`src/rtl/adc_max10_pkg.sv`:
```
// Shared widths, register map, ADCS field positions and sequencer state
// encoding for the MAX10 ADC controller.
package adc_max10_pkg;

   localparam int ADC_ADDR_WIDTH = 4;
   localparam int ADC_CELL_COUNT = 8;

   localparam logic [ADC_ADDR_WIDTH-1:0] ADC_REG_ADC0  = 4'h0;
   localparam logic [ADC_ADDR_WIDTH-1:0] ADC_REG_ADC1  = 4'h1;
   localparam logic [ADC_ADDR_WIDTH-1:0] ADC_REG_ADC2  = 4'h2;
   localparam logic [ADC_ADDR_WIDTH-1:0] ADC_REG_ADC3  = 4'h3;
   localparam logic [ADC_ADDR_WIDTH-1:0] ADC_REG_ADC4  = 4'h4;
   localparam logic [ADC_ADDR_WIDTH-1:0] ADC_REG_ADC5  = 4'h5;
   localparam logic [ADC_ADDR_WIDTH-1:0] ADC_REG_ADC6  = 4'h6;
   localparam logic [ADC_ADDR_WIDTH-1:0] ADC_REG_ADC7  = 4'h7;
   localparam logic [ADC_ADDR_WIDTH-1:0] ADC_REG_ADCS  = 4'h8;
   localparam logic [ADC_ADDR_WIDTH-1:0] ADC_REG_ADMSK = 4'h9;

   localparam int ADC_FIELD_ADCS_EN = 0;
   localparam int ADC_FIELD_ADCS_SC = 1;
   localparam int ADC_FIELD_ADCS_TE = 2;
   localparam int ADC_FIELD_ADCS_FR = 3;
   localparam int ADC_FIELD_ADCS_IF = 4;
   localparam int ADC_FIELD_ADCS_IE = 5;

   localparam logic [2:0] ADC_CELL_0 = 3'd0;
   localparam logic [2:0] ADC_CELL_1 = 3'd1;
   localparam logic [2:0] ADC_CELL_2 = 3'd2;
   localparam logic [2:0] ADC_CELL_3 = 3'd3;
   localparam logic [2:0] ADC_CELL_4 = 3'd4;
   localparam logic [2:0] ADC_CELL_5 = 3'd5;
   localparam logic [2:0] ADC_CELL_6 = 3'd6;
   localparam logic [2:0] ADC_CELL_7 = 3'd7;

   typedef enum logic [1:0] {
      ST_IDLE = 2'd0,
      ST_CMD  = 2'd1,
      ST_RESP = 2'd2,
      ST_DONE = 2'd3
   } adc_state_t;

endpackage

```
`src/rtl/adc_max10_chan_sel.sv`:
```
// Picks the lowest pending cell from the remaining-mask and tells whether
// it is the final one of the sequence.
module adc_max10_chan_sel
   import adc_max10_pkg::*;
(
   input  logic [ADC_CELL_COUNT-1:0] mask,
   output logic [2:0]                index,
   output logic                      found,
   output logic                      last
);

   always_comb begin
      index = '0;
      // Descending scan so the lowest set bit is the one that sticks.
      for (int i = ADC_CELL_COUNT - 1; i >= 0; i--) begin
         if (mask[i]) index = 3'(i);
      end
   end

   assign found = |mask;
   // Clearing the lowest set bit leaves nothing only when one bit remains.
   assign last  = found && ((mask & (mask - 1'b1)) == '0);

endmodule

```
`src/rtl/adc_max10_ctrl.sv`:
```
// Register-mapped sequencer driving the MAX10 modular ADC Avalon-ST command
// port and capturing each response into a per-cell data register.
module adc_max10_ctrl
   import adc_max10_pkg::*;
(
   input  logic                      CLK,
   input  logic                      RESET,
   input  logic [ADC_ADDR_WIDTH-1:0] read_addr,
   output logic [31:0]               read_data,
   input  logic [ADC_ADDR_WIDTH-1:0] write_addr,
   input  logic [31:0]               write_data,
   input  logic                      write_enable,
   output logic                      ADC_C_Valid,
   output logic [4:0]                ADC_C_Channel,
   output logic                      ADC_C_SOP,
   output logic                      ADC_C_EOP,
   input  logic                      ADC_C_Ready,
   input  logic                      ADC_R_Valid,
   input  logic [4:0]                ADC_R_Channel,
   input  logic [11:0]               ADC_R_Data,
   input  logic                      ADC_R_SOP,
   input  logic                      ADC_R_EOP,
   input  logic                      ADC_Trigger,
   output logic                      ADC_Interrupt
);

   logic [11:0]               data_reg [ADC_CELL_COUNT];
   logic [ADC_CELL_COUNT-1:0] admsk;
   logic [ADC_CELL_COUNT-1:0] remaining;
   logic                      en, sc, te, fr, if_flag, ie;
   logic                      first;
   logic [2:0]                trig_sync;
   adc_state_t                state;

   logic [2:0] sel_index;
   logic       sel_found, sel_last;
   logic       adcs_wr, start_sw, start_trig, abort;
   logic       unused_inputs;

   adc_max10_chan_sel u_chan_sel (
      .mask  (remaining),
      .index (sel_index),
      .found (sel_found),
      .last  (sel_last)
   );

   assign adcs_wr    = write_enable && (write_addr == ADC_REG_ADCS);
   assign start_sw   = adcs_wr && write_data[ADC_FIELD_ADCS_SC] &&
                       write_data[ADC_FIELD_ADCS_EN] && (state == ST_IDLE);
   assign start_trig = trig_sync[1] && !trig_sync[2] && en && te &&
                       (state == ST_IDLE);
   assign abort      = adcs_wr && !write_data[ADC_FIELD_ADCS_EN];

   assign ADC_Interrupt = if_flag & ie;
   assign unused_inputs = ^{ADC_R_Channel, ADC_R_SOP, ADC_R_EOP, write_data[31:8]};

   always_ff @(posedge CLK or posedge RESET) begin
      if (RESET) begin
         // NOTE: the result cells are software-visible and must read 0 after
         // reset, so this small array is reset like any other register.
         for (int i = 0; i < ADC_CELL_COUNT; i++) data_reg[i] <= '0;
         admsk         <= '0;
         remaining     <= '0;
         {en, sc, te, fr, if_flag, ie} <= '0;
         first         <= 1'b0;
         trig_sync     <= '0;
         state         <= ST_IDLE;
         ADC_C_Valid   <= 1'b0;
         ADC_C_Channel <= '0;
         ADC_C_SOP     <= 1'b0;
         ADC_C_EOP     <= 1'b0;
      end else begin
         trig_sync <= {trig_sync[1:0], ADC_Trigger};

         if (write_enable && (write_addr == ADC_REG_ADMSK)) admsk <= write_data[7:0];
         if (adcs_wr) begin
            en <= write_data[ADC_FIELD_ADCS_EN];
            te <= write_data[ADC_FIELD_ADCS_TE];
            fr <= write_data[ADC_FIELD_ADCS_FR];
            ie <= write_data[ADC_FIELD_ADCS_IE];
         end

         // A completion setting IF outranks a simultaneous write-one-to-clear.
         if (state == ST_DONE) if_flag <= 1'b1;
         else if (adcs_wr && write_data[ADC_FIELD_ADCS_IF]) if_flag <= 1'b0;

         case (state)
            ST_IDLE: ;
            ST_CMD: begin
               if (!ADC_C_Valid) begin
                  if (sel_found) begin
                     ADC_C_Valid   <= 1'b1;
                     ADC_C_Channel <= {2'b00, sel_index};
                     ADC_C_SOP     <= first;
                     ADC_C_EOP     <= sel_last;
                     first         <= 1'b0;
                  end else begin
                     sc    <= 1'b0;
                     state <= ST_IDLE;
                  end
               end else if (ADC_C_Ready) begin
                  ADC_C_Valid <= 1'b0;
                  ADC_C_SOP   <= 1'b0;
                  ADC_C_EOP   <= 1'b0;
                  state       <= ST_RESP;
               end
            end
            ST_RESP: begin
               if (ADC_R_Valid) begin
                  data_reg[ADC_C_Channel[2:0]] <= ADC_R_Data;
                  remaining <= remaining & ~(8'b1 << ADC_C_Channel[2:0]);
                  state     <= sel_last ? ST_DONE : ST_CMD;
               end
            end
            ST_DONE: begin
               if (fr && en) begin
                  remaining <= admsk;
                  first     <= 1'b1;
                  state     <= ST_CMD;
               end else begin
                  sc    <= 1'b0;
                  state <= ST_IDLE;
               end
            end
            default: state <= ST_IDLE;
         endcase

         if (start_sw || start_trig) begin
            remaining <= admsk;
            first     <= 1'b1;
            sc        <= 1'b1;
            state     <= ST_CMD;
         end

         if (abort) begin
            sc          <= 1'b0;
            state       <= ST_IDLE;
            ADC_C_Valid <= 1'b0;
            ADC_C_SOP   <= 1'b0;
            ADC_C_EOP   <= 1'b0;
         end
      end
   end

   always_comb begin
      read_data = '0;
      if (read_addr < ADC_ADDR_WIDTH'(ADC_CELL_COUNT))
         read_data = {20'b0, data_reg[read_addr[2:0]]};
      else if (read_addr == ADC_REG_ADCS)
         read_data = {26'b0, ie, if_flag, fr, te, sc, en};
      else if (read_addr == ADC_REG_ADMSK)
         read_data = {24'b0, admsk};
   end

endmodule

```
`config.mk`:
```
export PLATFORM = sky130hd
export DESIGN_NAME = adc_max10_ctrl
export DESIGN_NICKNAME = d
export VERILOG_FILES = /design/src/rtl/adc_max10_pkg.sv /design/src/rtl/adc_max10_chan_sel.sv /design/src/rtl/adc_max10_ctrl.sv
export SDC_FILE = /design/constraint.sdc
export NUM_CORES = 1
export LEC_CHECK = 0
export BUFFER_PORTS_ARGS = -buffer_cell sky130_fd_sc_hd__buf_4
export CORE_UTILIZATION = 61
export CTS_CLUSTER_DIAMETER = 100
export DETAILED_ROUTE_END_ITERATION = 12
export GPL_TIMING_DRIVEN = 0
export PLACE_DENSITY = 0.86
export SLEW_MARGIN = 20
export SYNTH_ARGS = -nofsm -noshare
export SYNTH_HDL_FRONTEND = slang
export SYNTH_SLANG_ARGS = --single-unit
```
`constraint.sdc`:
```
create_clock -name CLK -period 11.9 [get_ports CLK]
set_clock_uncertainty 0.05 [all_clocks]
set_input_delay 2.38 -clock CLK [delete_from_list [all_inputs] [get_ports CLK]]
set_output_delay 2.38 -clock CLK [all_outputs]
set_load 0.02 [all_outputs]
```
==> run summary <==
First-pass DRT Iterations: 4
Gates resized, CTS repair: 0
Synth warnings: 0
fin crit period: 6.747 ns
Hold WC Path Type: flop to flop
share of cells above drive strength 1: 0.4450
top cell type's share of synthesized area: 0.5182
Final setup viols: 0
Fmax: 148.2 MHz
CTS Buffer Depth: 2
status: finished, final reports clean
FF-to-FF setup slack: 9.68 ns
Lkg Pwr: 3.699 nW
Area contributors post-synth: dfrtp_1, mux2_2, mux4_2
Largest register FFs: 96
#FFs+latches synth: 130
max incr delay on CP: 0.56 ns
die area: 10,700 sq um
crit-path cells: clkbuf_1, clkbuf_1, mux4_2, mux2i_1, o21ai_0, buf_4
antenna violations before repair: 0
Clock Tree Root: clkbuf_8
CP required: 9.47 ns
adder-cell share of the synthesized area: 0.001595
most frequent cells in the layout: dfrtp_1, mux2_2, buf_4
switching power: 0.4359 mW
commonest non-fill, non-tap cell in the layout: dfrtp_1
Placement Cell Area: 6915 sq um
DIE WIDTH: 103.4 microns
sw frac: 0.2878
Port-buffer cells: 48
core box area: 9864 sq um
number of cell rows: 36
Worst Tran Pin Value: 0.7949 ns
PD cells: 200.2 nW/um^2
Fin Hold WS: 0.3043 ns
final slew viol count: 0
VDD IR max: 0.1382 mV
complex-gate fraction of the synthesized area: 0.06797
logic gate share of total power: 0.230
Internal: 1.079 mW
final setup TNS: 0 ns
hold buffer count at CTS: 0
boundary pin count: 106
Post-synth ARST share: 1.000
CTS buffer count: 17
unrepaired setup endpoints after global routing: no
CTS Sinks: 130
Routability Congestion: 0.8859
largest net degree at the start of global routing: 76
post-CTS setup buffers: 0
CP Launch Type: input pin
leading area contributor after synthesis: dfrtp_1
post-detail-place hpwl: 9338 microns
max_cap viols: 0
CTS tree: yes
cell count after synthesis: 472
Post-Synth Simple-Gate Area: 0.06059
Final Power: 1.515 mW
placed insts: 675
drt wl/cell: 19.83 microns
sequential power share: 0.390
vias per cell: 6.084
CP endpoint kind: output port
Overflow after GRT: 0
Crit Path Class: input pin to output port
Worst EP arrival: 4.32 ns
Netlist cell types: 48
vias in the first global route: 4,368
final worst-path cycle share: 0.5669
fin cells: 706
Worst-path clk slew: 0.06 ns
area delta synth->final: 20.55%
clock latency on the worst-skew pair: 0.52 ns
crit-path most repeated cell: clkbuf_1
antenna-violating nets left: 0
post-route cell area: 7567 sq um
mux contribution to synthesized area: 0.2990
register area share after synthesis: 0.5182
clock network power share: 0.380
GRT Resource Usage Total: 0.2889
Worst path slowest cell: clkbuf_1
Total Nets Final: 626
DR iter-0 viols: 260
Avg Inst Size Synth: 13.30 sq um
Initial Utilization: 0.6364
ANT cells: 0
Final Hold Viols: 0
combinational family with the most area after synthesis: multiplexers
Post-synth EDFFs: 0
Post-Synth XOR/XNOR Area: 0.001395
via count: 4,295
final WL: 14,000 microns
Mapped Area: 6277 sq um
predominant post-synthesis flop cell: dfrtp_1
# DRC: 0
Die Height: 103.4 microns
CP max FO: 10
CTS H-Tree Depth: 4
first-pass GRT wire length: 22,160 microns
Rel. slew slack: 0.4701
## kinds of logic after synthesis
group | after synthesis
xor gates and xnor gates | 1
other | 1
buffers and inverters | 58
muxes | 144
AOI/OAI and AO/OA | 61
and+or+nand+nor | 76
adders and majority gates | 1
DFF | 130
## critical path, delay by kind of cell
| kind | cells | cell delay, ns |
|---|---|---|
| buffers and inverters | 3 | 1.13 |
| AO/OA/AOI/OAI | 1 | 0.17 |
| multiplexers | 2 | 0.63 |
## per-layer routing
metal | vias up | routed length (microns) | global-route usage
li1 | 1874 | - | -
met1 | 2206 | 5773 | 0.3559
met3 | 35 | 715 | 0.06452
met5 | - | 0 | 0
met2 | 180 | 7155 | 0.4962
met4 | 0 | 358 | 0.1192
## final timing paths
path                       cells past startpoint      endpoint              from
setup / recovery                               6  read_data[6]      read_addr[1]
hold / removal                                 0  trig_sync[1]      trig_sync[0]
setup reg to reg                               5  data_reg[71]  ADC_C_Channel[2]
hold reg to reg                                0  trig_sync[1]      trig_sync[0]
max in group asynchronous                      3  data_reg[51]             RESET
min in group asynchronous                      2       if_flag             RESET
## through the flow
step | util | setup WS [ns]
after global routing | 0.7671 | 5.067
after global placement | 0.6977 | 4.810
after floorplan | - | 5.690
final | 0.7671 | 5.153
after detailed placement | 0.7010 | 5.180
after CTS | 0.7671 | 5.171
## cell usage after synthesis, types with 2 or more instances
master / number
buf_2: 14
clkbuf_1: 11
nor3_1: 6
or4_1: 2
buf_4: 22
o31ai_1: 4
buf_1: 2
nand2_1: 19
o21ai_0: 15
dfrtp_1: 130
nor2b_1: 5
a311oi_1: 4
mux2_2: 108
a21o_1: 4
nand2b_1: 4
nand3_1: 9
o41ai_1: 2
a22o_1: 6
o21ai_1: 2
mux4_2: 24
nand4_1: 3
nor2_1: 20
inv_1: 9
a21oi_1: 12
mux2i_1: 12
## power by group through the flow
stage,registers (mW),clock network [mW],logic (mW)
after detailed placement,0.594,0,0.342
after global placement,0.586,0,0.327
final,0.591,0.575,0.349
after CTS,0.589,0.578,0.347
after floorplan,0.584,0,0.247
after global routing,0.600,0.597,0.380
## final cells by class
type / count / area [sq um]
Timing Repair Buffer: 49 / 387.9
Inverter: 9 / 38.79
Buffer: 49 / 284.0
Tap cell: 133 / 166.4
Clock inverter: 13 / 234.0
Clock buffer: 18 / 417.9
Fill cell: 566 / 2297
Multi-Input combinational cell: 305 / 2785
Sequential cell: 130 / 3253
Power figures use the tool's default switching activity.
